[src/rtl/lru_priority_arbiter.sv]
`default_nettype none
// ============================================================================
// Module   : lru_priority_arbiter
// Purpose  : N-port least-recently-granted arbiter. A full rank list
//            (permutation of port indices) lives in registers. Each cycle the
//            highest-ranked requester receives a registered one-hot grant and
//            is demoted to the lowest rank.
// Options  : ARB_LOCK_EN - adds the lock input so the current grant holder
//            can keep the grant (and freeze the order) for a burst.
// Revision : 1.0 - initial release
// ============================================================================
module lru_priority_arbiter #(
  parameter int NUM_PORTS = 4,
  parameter int IDX_W     = (NUM_PORTS > 2) ? $clog2(NUM_PORTS) : 1
) (
  input  logic                         clk,
  input  logic                         reset,
  input  logic                         halt,
  input  logic [NUM_PORTS-1:0]         req,
`ifdef ARB_LOCK_EN
  input  logic                         lock,
`endif
  output logic [NUM_PORTS-1:0]         grant,
  output logic                         grant_valid,
  output logic [IDX_W-1:0]             grant_idx,
  output logic [NUM_PORTS*IDX_W-1:0]   priority_order
);

  localparam logic [NUM_PORTS-1:0] ONE_HOT_LSB = NUM_PORTS'(1);

  // Rank list: slot 0 is the highest priority.
  logic [IDX_W-1:0] r_order      [NUM_PORTS];
  logic [IDX_W-1:0] w_next_order [NUM_PORTS];
  logic             w_found;
  logic [IDX_W-1:0] w_win_port;
  logic [IDX_W-1:0] w_win_slot;
  logic             w_hold;

  // Winner is the requester sitting in the lowest-numbered rank slot; the
  // descending scan lets the lowest matching slot overwrite the others.
  always_comb begin
    w_found    = 1'b0;
    w_win_port = '0;
    w_win_slot = '0;
    for (int s = NUM_PORTS - 1; s >= 0; s--) begin
      if (req[r_order[s]]) begin
        w_found    = 1'b1;
        w_win_port = r_order[s];
        w_win_slot = IDX_W'(s);
      end
    end
  end

  // Demote the winner: slots above it keep their entries, slots below it
  // shift up one place, and the winner lands in the last slot.
  always_comb begin
    for (int s = 0; s < NUM_PORTS - 1; s++) begin
      if (w_found && (IDX_W'(s) >= w_win_slot)) begin
        w_next_order[s] = r_order[s + 1];
      end else begin
        w_next_order[s] = r_order[s];
      end
    end
    w_next_order[NUM_PORTS-1] = w_found ? w_win_port : r_order[NUM_PORTS-1];
  end

`ifdef ARB_LOCK_EN
  // A locked holder that still requests keeps its grant and freezes the order.
  assign w_hold = lock && grant_valid && req[grant_idx];
`else
  assign w_hold = 1'b0;
`endif

  // Rank list and registered grant outputs; reset overrides halt.
  always_ff @(posedge clk) begin
    if (reset) begin
      for (int s = 0; s < NUM_PORTS; s++) begin
        r_order[s] <= IDX_W'(s);
      end
      grant       <= '0;
      grant_valid <= 1'b0;
      grant_idx   <= '0;
    end else if (!halt && !w_hold) begin
      for (int s = 0; s < NUM_PORTS; s++) begin
        r_order[s] <= w_next_order[s];
      end
      if (w_found) begin
        grant       <= ONE_HOT_LSB << w_win_port;
        grant_valid <= 1'b1;
        grant_idx   <= w_win_port;
      end else begin
        grant       <= '0;
        grant_valid <= 1'b0;
        grant_idx   <= '0;
      end
    end
  end

  // Flatten the rank list onto the output bus, slot r at [r*IDX_W +: IDX_W].
  for (genvar r = 0; r < NUM_PORTS; r++) begin : g_order_flat
    assign priority_order[r*IDX_W +: IDX_W] = r_order[r];
  end

endmodule
`default_nettype wire

[config.mk]
export PLATFORM = sky130hd
export DESIGN_NAME = lru_priority_arbiter
export DESIGN_NICKNAME = d
export VERILOG_FILES = /design/src/rtl/lru_priority_arbiter.sv
export SDC_FILE = /design/constraint.sdc
export NUM_CORES = 1
export LEC_CHECK = 0
export ABC_AREA = 1
export CELL_PAD_IN_SITES_DETAIL_PLACEMENT = 1
export CELL_PAD_IN_SITES_GLOBAL_PLACEMENT = 1
export CORE_MARGIN = 5
export CORE_UTILIZATION = 35
export DETAILED_ROUTE_END_ITERATION = 8
export PLACE_DENSITY_LB_ADDON = 0.12
export SLEW_MARGIN = 20
export SYNTH_ARGS = -nofsm -noshare
export SYNTH_HDL_FRONTEND = slang
export SYNTH_SLANG_ARGS = --single-unit
[constraint.sdc]
create_clock -name clk -period 1.7 [get_ports clk]
set_input_delay 0.51 -clock clk [delete_from_list [all_inputs] [get_ports clk]]
set_output_delay 0.51 -clock clk [all_outputs]
set_load 0.01 [all_outputs]
==> impl_results.rst, run 1 <==
.. list-table::
   :header-rows: 1

   * - Metric
     - Value
   * - Outcome
     - completed
   * - Slowest cell on the critical path
     - edfxtp_1
   * - Wire length of the first global-routing pass
     - ~5000 um
   * - Effective utilization at floorplan
     - a little over a third
   * - Gp weighted congestion
     - approximately 0.82
   * - Number of register bits inferred by synthesis
     - 15
   * - Floorplan die height
     - 62.7 um
   * - Mean area per synthesized cell
     - approximately 7.5 um^2
   * - Most area-hungry cell type in the Yosys netlist
     - edfxtp_1
   * - # DRC
     - 0
   * - Main synth FF type
     - edfxtp_1
   * - Leakage dissipation
     - 0.828 nW
   * - Net count, final
     - 182
   * - CP Capture Type
     - flip-flop
   * - Gate count after technology mapping
     - 130
   * - Cell types with the largest area share after synthesis
     - edfxtp_1, nand2_1, dfxtp_1
   * - Post-synth EDFFs
     - 8
   * - Via count
     - 1018
   * - Hold buffers post-CTS
     - 0
   * - Overall die width
     - about 63 um
   * - Mapped Nets
     - around 140
   * - # H-tree levels
     - 1
   * - Total number of placement rows
     - 19
   * - Layout cell share with drive strength beyond 1
     - between 40% and 50%
   * - Max clock buf depth
     - 2
   * - Most frequent cells after synthesis
     - nand2_1, inv_1, a21oi_1, edfxtp_1
   * - Min setup slack post-route
     - 0.0368 ns
   * - CTS sink cnt
     - 15
   * - Slew at the pin closest to its max-slew limit
     - roughly 0.3 ns
   * - Diodes inserted
     - 0
   * - Power per cell area
     - around 740 nW/um^2
   * - Depth of the critical timing path with buffers and inverters included
     - 11
   * - Worst path most repeated cell
     - nand2_1
   * - Category of the most critical setup path
     - flip-flop to flip-flop
   * - Critical path required time
     - 1.75 ns
   * - Startpoint of the worst register-to-register path
     - r_order[0][4]$_SDFFCE_PN0P_
   * - Worst hold path class
     - flip-flop to flip-flop
   * - Worst setup path startpoint
     - r_order[0][4]$_SDFFCE_PN0P_
   * - FFs w/ async S/R, synth
     - 0%
   * - Final Hold Viols
     - 0
   * - Longest individual stage delay on the worst path
     - between 0.4 and 0.5 ns
   * - Final clock period utilization by the worst path
     - 97.8%
   * - Worst reg2reg setup slack
     - roughly 0.037 ns
   * - Placed Cells
     - about 190
   * - DRC violation total after the first TritonRoute iteration
     - 34
   * - Number of antenna violations at the first check in global routing
     - 0
   * - Final max-slew violation count
     - 0
   * - Total of endpoints with negative setup slack in the final report
     - 0
   * - Final routed wire length divided by cell count
     - ~16 um
   * - Core Area
     - 2710 um^2
   * - CP Max Fanout
     - 4
   * - Leading cell type by number of instances after synthesis
     - nand2_1
   * - Minimum clock period
     - 1.66 ns
   * - Sequence of cells on the critical path
     - buf_4, inv_2, nand2_2, nand3_4, nand2_4, inv_4, nand2_1, nand3_1, nand2_1, nand2_2, nand2_1
   * - Upper clock frequency limit
     - 601 MHz
   * - Clock Root Buffer
     - clkbuf_4
   * - Worst supply voltage drop on vdd
     - around 0.42 mV
   * - Max_slew headroom
     - between 80% and 90%
   * - Unique cell type count in the Yosys netlist
     - 20
   * - Number of synthesis warnings
     - 0
   * - Nature of the critical path startpoint
     - flip-flop
   * - Number of max-cap violations
     - 0
   * - Via count of the first global-routing pass
     - between 1000 and 1500
   * - Number of buffers and inverters on the critical path
     - 3
   * - Clock Latency Late Sink
     - just under 0.3 ns
   * - Growth of design area from synthesis to finish
     - 60.1%
   * - CP Capture Point
     - r_order[0][6]$_SDFFCE_PN1P_
   * - TritonCTS clock tree
     - built
   * - Placed wire-length estimate
     - between 2000 and 2500 um
   * - Clock slew seen by the registers of the worst setup and hold paths
     - ~0.09 ns
   * - Count of TritonRoute iterations in the first routing pass
     - 4
   * - Cells on worst reg2reg path
     - 11
   * - Total gr overflow
     - 0
   * - All-layer global routing usage
     - between 10% and 20%
   * - Clock tree skew after final layout
     - approximately 0.0036 ns
   * - Count of fill cells added during filler insertion
     - approximately 340
   * - Via count normalized by instance count
     - 4.97
   * - Endpoint arrival time on the critical path
     - around 1.7 ns
   * - Area of the die
     - 3930 um^2
   * - Largest net degree at the start of global routing
     - 9
   * - Crit path max-delay family
     - simple AND/OR/NAND/NOR gates
   * - Final non-filler cell total
     - around 210
   * - Worst reg2reg path endpoint
     - r_order[0][6]$_SDFFCE_PN1P_
   * - Final wirelength
     - 3280 um
   * - Post-place setup slack
     - -0.525 ns
   * - Share of synthesized area occupied by flip-flops and latches
     - 39.1%
   * - Antenna-violating nets left
     - 0
   * - Ports
     - 22
   * - Number of clock buffers inserted by TritonCTS
     - 3
   * - Mapped cell area
     - approximately 1000 um^2
   * - IO buf count
     - 21
   * - Fraction of post-synthesis cell area in the top cell type by area
     - between 20 and 25%
## cell families after synthesis
family	count (synthesis)	synth area share, %
flops	15	39.1
buf+inv	26	12.4
compound gates	15	9.52
simple gates	74	39.0
## registers in the layout, summed over array words and instances (netlist names)
register	count
grant	4
r_order	8
grant_valid	1
grant_idx	2
## worst min-delay path by stage
stage                              startpoint                         to  slack, ns  cells after the start
floorplan           grant_idx[0]$_SDFFE_PP0N_  grant_idx[0]$_SDFFE_PP0N_       0.48                      2
global placement    grant_idx[0]$_SDFFE_PP0N_  grant_idx[0]$_SDFFE_PP0N_       0.45                      2
detailed placement   grant_valid$_SDFFE_PP0N_   grant_valid$_SDFFE_PP0N_       0.46                      2
CTS                  grant_valid$_SDFFE_PP0N_   grant_valid$_SDFFE_PP0N_       0.49                      2
global route        grant_idx[0]$_SDFFE_PP0N_  grant_idx[0]$_SDFFE_PP0N_       0.50                      2
finish               grant_valid$_SDFFE_PP0N_   grant_valid$_SDFFE_PP0N_       0.48                      2
## metal layers
layer / GRT usage, % / routed length [um] / vias up
met4: 7.16 / 39 / 0
li1: - / - / 493
met5: 0 / 0 / -
met1: 17.8 / 1350 / 499
met2: 28.8 / 1760 / 22
met3: 3.42 / 129 / 4
## final cells by class
cell class	instances	area [um^2]	area share (%)
Sequential cell	15	380	24.4
Inverter	18	70.1	4.50
Tap cell	31	38.8	2.49
Multi-Input combinational cell	89	614	39.5
Clock buffer	4	26.3	1.69
Timing Repair Buffer	48	427	27.4
## layout by cell type, fill, tap and decap left out, drive strengths merged
| cell | instances |
|---|---|
| a21oi | 12 |
| buf | 27 |
| clkbuf | 4 |
| clkdlybuf4s50 | 2 |
| dfxtp | 7 |
| dlygate4sd2 | 9 |
| dlymetal6s2s | 10 |
| edfxtp | 8 |
| inv | 18 |
| nand2 | 50 |
| nand3 | 13 |
| nor2 | 11 |
| o21ai | 2 |
| o21bai | 1 |
## worst min-delay path, stage by stage, from the launching register on
cell and delay [ns]:
dfxtp_1 0.32, nand2_1 0.06, a21oi_1 0.06
## report_power, final
group	total [mW]	switching (mW)	internal [mW]
registers	0.435	0.0178	0.417
clock network	0.213	0.122	0.0913
logic	0.510	0.289	0.221
## through the flow
| stage | setup TNS [ns] | utilization (%) | power, mW | cell area (um^2) | hold slack [ns] |
|---|---|---|---|---|---|
| after global routing | -0.207 | 57.4 | 1.23 | 1560 | 0.503 |
| after CTS | -0.00969 | 52.2 | 1.10 | 1420 | 0.488 |
| after floorplan | 0 | - | 0.676 | 972 | 0.481 |
| final | 0 | 57.4 | 1.16 | 1560 | 0.479 |
| after global placement | -6.24 | 47.3 | 0.825 | 1280 | 0.445 |
| after detailed placement | -7.68 | 47.3 | 0.838 | 1280 | 0.464 |
## what timing repair did
item	in CTS	in global routing
resized for setup	29	30
endpoints found under the setup margin	26	22
pin swaps	8	13
buffers inserted	8	4
Power figures use the tool's default switching activity.
==> run 2: changes to the inputs <==
--- a/constraint.sdc
+++ b/constraint.sdc
@@ -3,2 +3,2 @@
 set_output_delay 0.51 -clock clk [all_outputs]
-set_load 0.01 [all_outputs]
+set_load 0.05 [all_outputs]
==> impl_results.rst, run 2 (synthesis gave the netlist of run 1 again) <==
.. list-table::
   :header-rows: 1

   * - Metric
     - Value
   * - Outcome
     - completed
   * - # DRC
     - 0
   * - Floorplan die height
     - approximately 63 um
   * - Gp weighted congestion
     - ~0.82
   * - Via count normalized by instance count
     - around 4.9
   * - Final non-filler cell total
     - 200
   * - Power per cell area
     - roughly 800 nW/um^2
   * - Effective utilization at floorplan
     - between 30% and 40%
   * - Layout cell share with drive strength beyond 1
     - approximately 55%
   * - Number of max-cap violations
     - 0
   * - Commonest non-fill, non-tap cells in the layout
     - nand2_1, buf_4, buf_12, nand2_2, inv_2
   * - Count of TritonRoute iterations in the first routing pass
     - 4
   * - Net count, final
     - around 180
   * - TritonCTS clock tree
     - built
   * - Max clock buf depth
     - 2
   * - Placed wire-length estimate
     - about 2300 um
   * - Placed cell areas
     - around 1400 um^2
   * - Sw Ratio
     - about 40%
   * - Final clock period utilization by the worst path
     - between 90% and 100%
   * - Worst hold path class
     - flip-flop to flip-flop
   * - # H-tree levels
     - 1
   * - CP Max Fanout
     - 5
   * - Diodes inserted
     - 0
   * - Register with the highest flop count
     - r_order
   * - Post-route cell area
     - 1680 um^2
   * - IO buf count
     - 21
   * - Hold buffers post-CTS
     - 0
   * - Post-place setup slack
     - -0.387 ns
   * - Leakage dissipation
     - between 0.7 and 0.8 nW
   * - Post-layout power
     - 1.34 mW
   * - Commonest non-fill, non-tap cell in the layout
     - nand2_1
   * - Wire length of the first global-routing pass
     - around 4800 um
   * - Relative contribution of combinational cells to total power
     - around half
   * - Min setup slack post-route
     - ~0.047 ns
   * - CTS sink cnt
     - 15
   * - Post-Route Setup TNS
     - 0 ns
   * - All-layer global routing usage
     - approximately 15%
   * - Switching power
     - between 0.5 and 0.6 mW
   * - Ports
     - 22
   * - Area of the die
     - slightly below 4000 um^2
   * - DRC violation total after the first TritonRoute iteration
     - 22
   * - Slew at the pin closest to its max-slew limit
     - 0.296 ns
   * - Clock slew seen by the registers of the worst setup and hold paths
     - approximately 0.1 ns
   * - Number of antenna violations at the first check in global routing
     - 0
   * - Total of endpoints with negative setup slack in the final report
     - 0
   * - Worst slack on hold paths
     - between 0.5 and 0.6 ns
   * - Total gr overflow
     - 0
   * - Final max-slew violation count
     - 0
   * - Via count
     - 989
   * - Critical path required time
     - 1.19 ns
   * - Cell internal power dissipation
     - 0.800 mW
   * - Final routed wire length divided by cell count
     - 16.0 um
   * - Upper clock frequency limit
     - between 600 and 700 MHz
   * - Clock share of power
     - about 16%
   * - Final Hold Viols
     - 0
   * - CP Capture Type
     - output pin
   * - Core Area
     - around 2700 um^2
   * - Placed Cells
     - 188
   * - Growth of design area from synthesis to finish
     - 72.6%
   * - Largest registers
     - r_order (8), grant (4), grant_idx (2)
   * - Category of the most critical setup path
     - flip-flop to output pin
   * - Overall die width
     - around 63 um
   * - Clock Latency Late Sink
     - around 0.29 ns
   * - Count of fill cells added during filler insertion
     - about 300
   * - Endpoint arrival time on the critical path
     - around 1.1 ns
   * - Final wirelength
     - around 3200 um
   * - Clock tree skew after final layout
     - approximately 0.0017 ns
   * - Largest register FFs
     - 8
   * - Number of clock buffers inserted by TritonCTS
     - 3
   * - Nature of the critical path startpoint
     - flip-flop
   * - Worst supply voltage drop on vdd
     - 0.534 mV
   * - Fraction of power consumed by sequential logic
     - between 30% and 40%
   * - Via count of the first global-routing pass
     - approximately 1000
   * - Max_slew headroom
     - approximately 80%
   * - Fin util
     - between 60% and 70%
   * - Minimum clock period
     - 1.65 ns
   * - Clock Root Buffer
     - clkbuf_4
   * - Antenna-violating nets left
     - 0
   * - Total number of placement rows
     - 19
   * - Largest net degree at the start of global routing
     - 10
## run 2: changes by cell type in the layout (fill, tap and decap cells not counted), sizes merged
| cell | delta |
|---|---|
| buf | +10 |
| dlygate4sd2 | -8 |
| clkinv | +1 |
| clkbuf | -1 |
| dlymetal6s2s | -7 |
## run 2: worst paths after layout
check                                            startpoint                        end  slack [ns]  cells past startpoint
worst min-delay path               grant_valid$_SDFFE_PP0N_   grant_valid$_SDFFE_PP0N_        0.51                      2
worst min register to register     grant_valid$_SDFFE_PP0N_   grant_valid$_SDFFE_PP0N_        0.51                      2
worst max-delay path            r_order[0][2]$_SDFFCE_PN1P_          priority_order[2]        0.05                      2
worst max register to register  r_order[0][2]$_SDFFCE_PN1P_  grant_idx[0]$_SDFFE_PP0N_        0.05                     10
## run 2: layout make-up
cell class,instances,area (um^2),area share [%]
Multi-Input combinational cell,89,612,36.5
Timing Repair Buffer,43,552,32.9
Sequential cell,15,380,22.7
Inverter,18,67.6,4.03
Tap cell,31,38.8,2.31
Clock buffer,3,22.5,1.34
Clock inverter,1,5.00,0.298
## run 2: critical path: stages (launching register included)
cell and delay (ns):
edfxtp_1 0.52, buf_4 0.19, buf_12 0.14
## run 2: per-layer routing
metal | routed length [um] | up-vias | track usage (%) | part of all wire, %
li1 | - | 486 | - | -
met1 | 1200 | 466 | 15.4 | 38
met2 | 1800 | 26 | 29.9 | 56
met3 | 94 | 11 | 3.24 | 2.9
met4 | 106 | 0 | 6.90 | 3.3
met5 | 0 | - | 0 | 0
## run 2: power groups by stage
stage / Clock (mW) / Sequential [mW] / Combinational [mW]
2_1_floorplan: 0 / 0.518 / 0.261
3_3_place_gp: 0 / 0.469 / 0.530
3_5_place_dp: 0 / 0.472 / 0.539
4_1_cts: 0.224 / 0.464 / 0.567
5_1_grt: 0.241 / 0.472 / 0.696
6_report: 0.219 / 0.466 / 0.654
## run 2: timing repair
item / 4_1_cts / 5_1_grt
pin swaps: 9 / 16
endpoints found under the hold margin: 0 / 0
endpoints found under the setup margin: 16 / 14
setup buffers: 4 / 4
resized for setup: 9 / 31
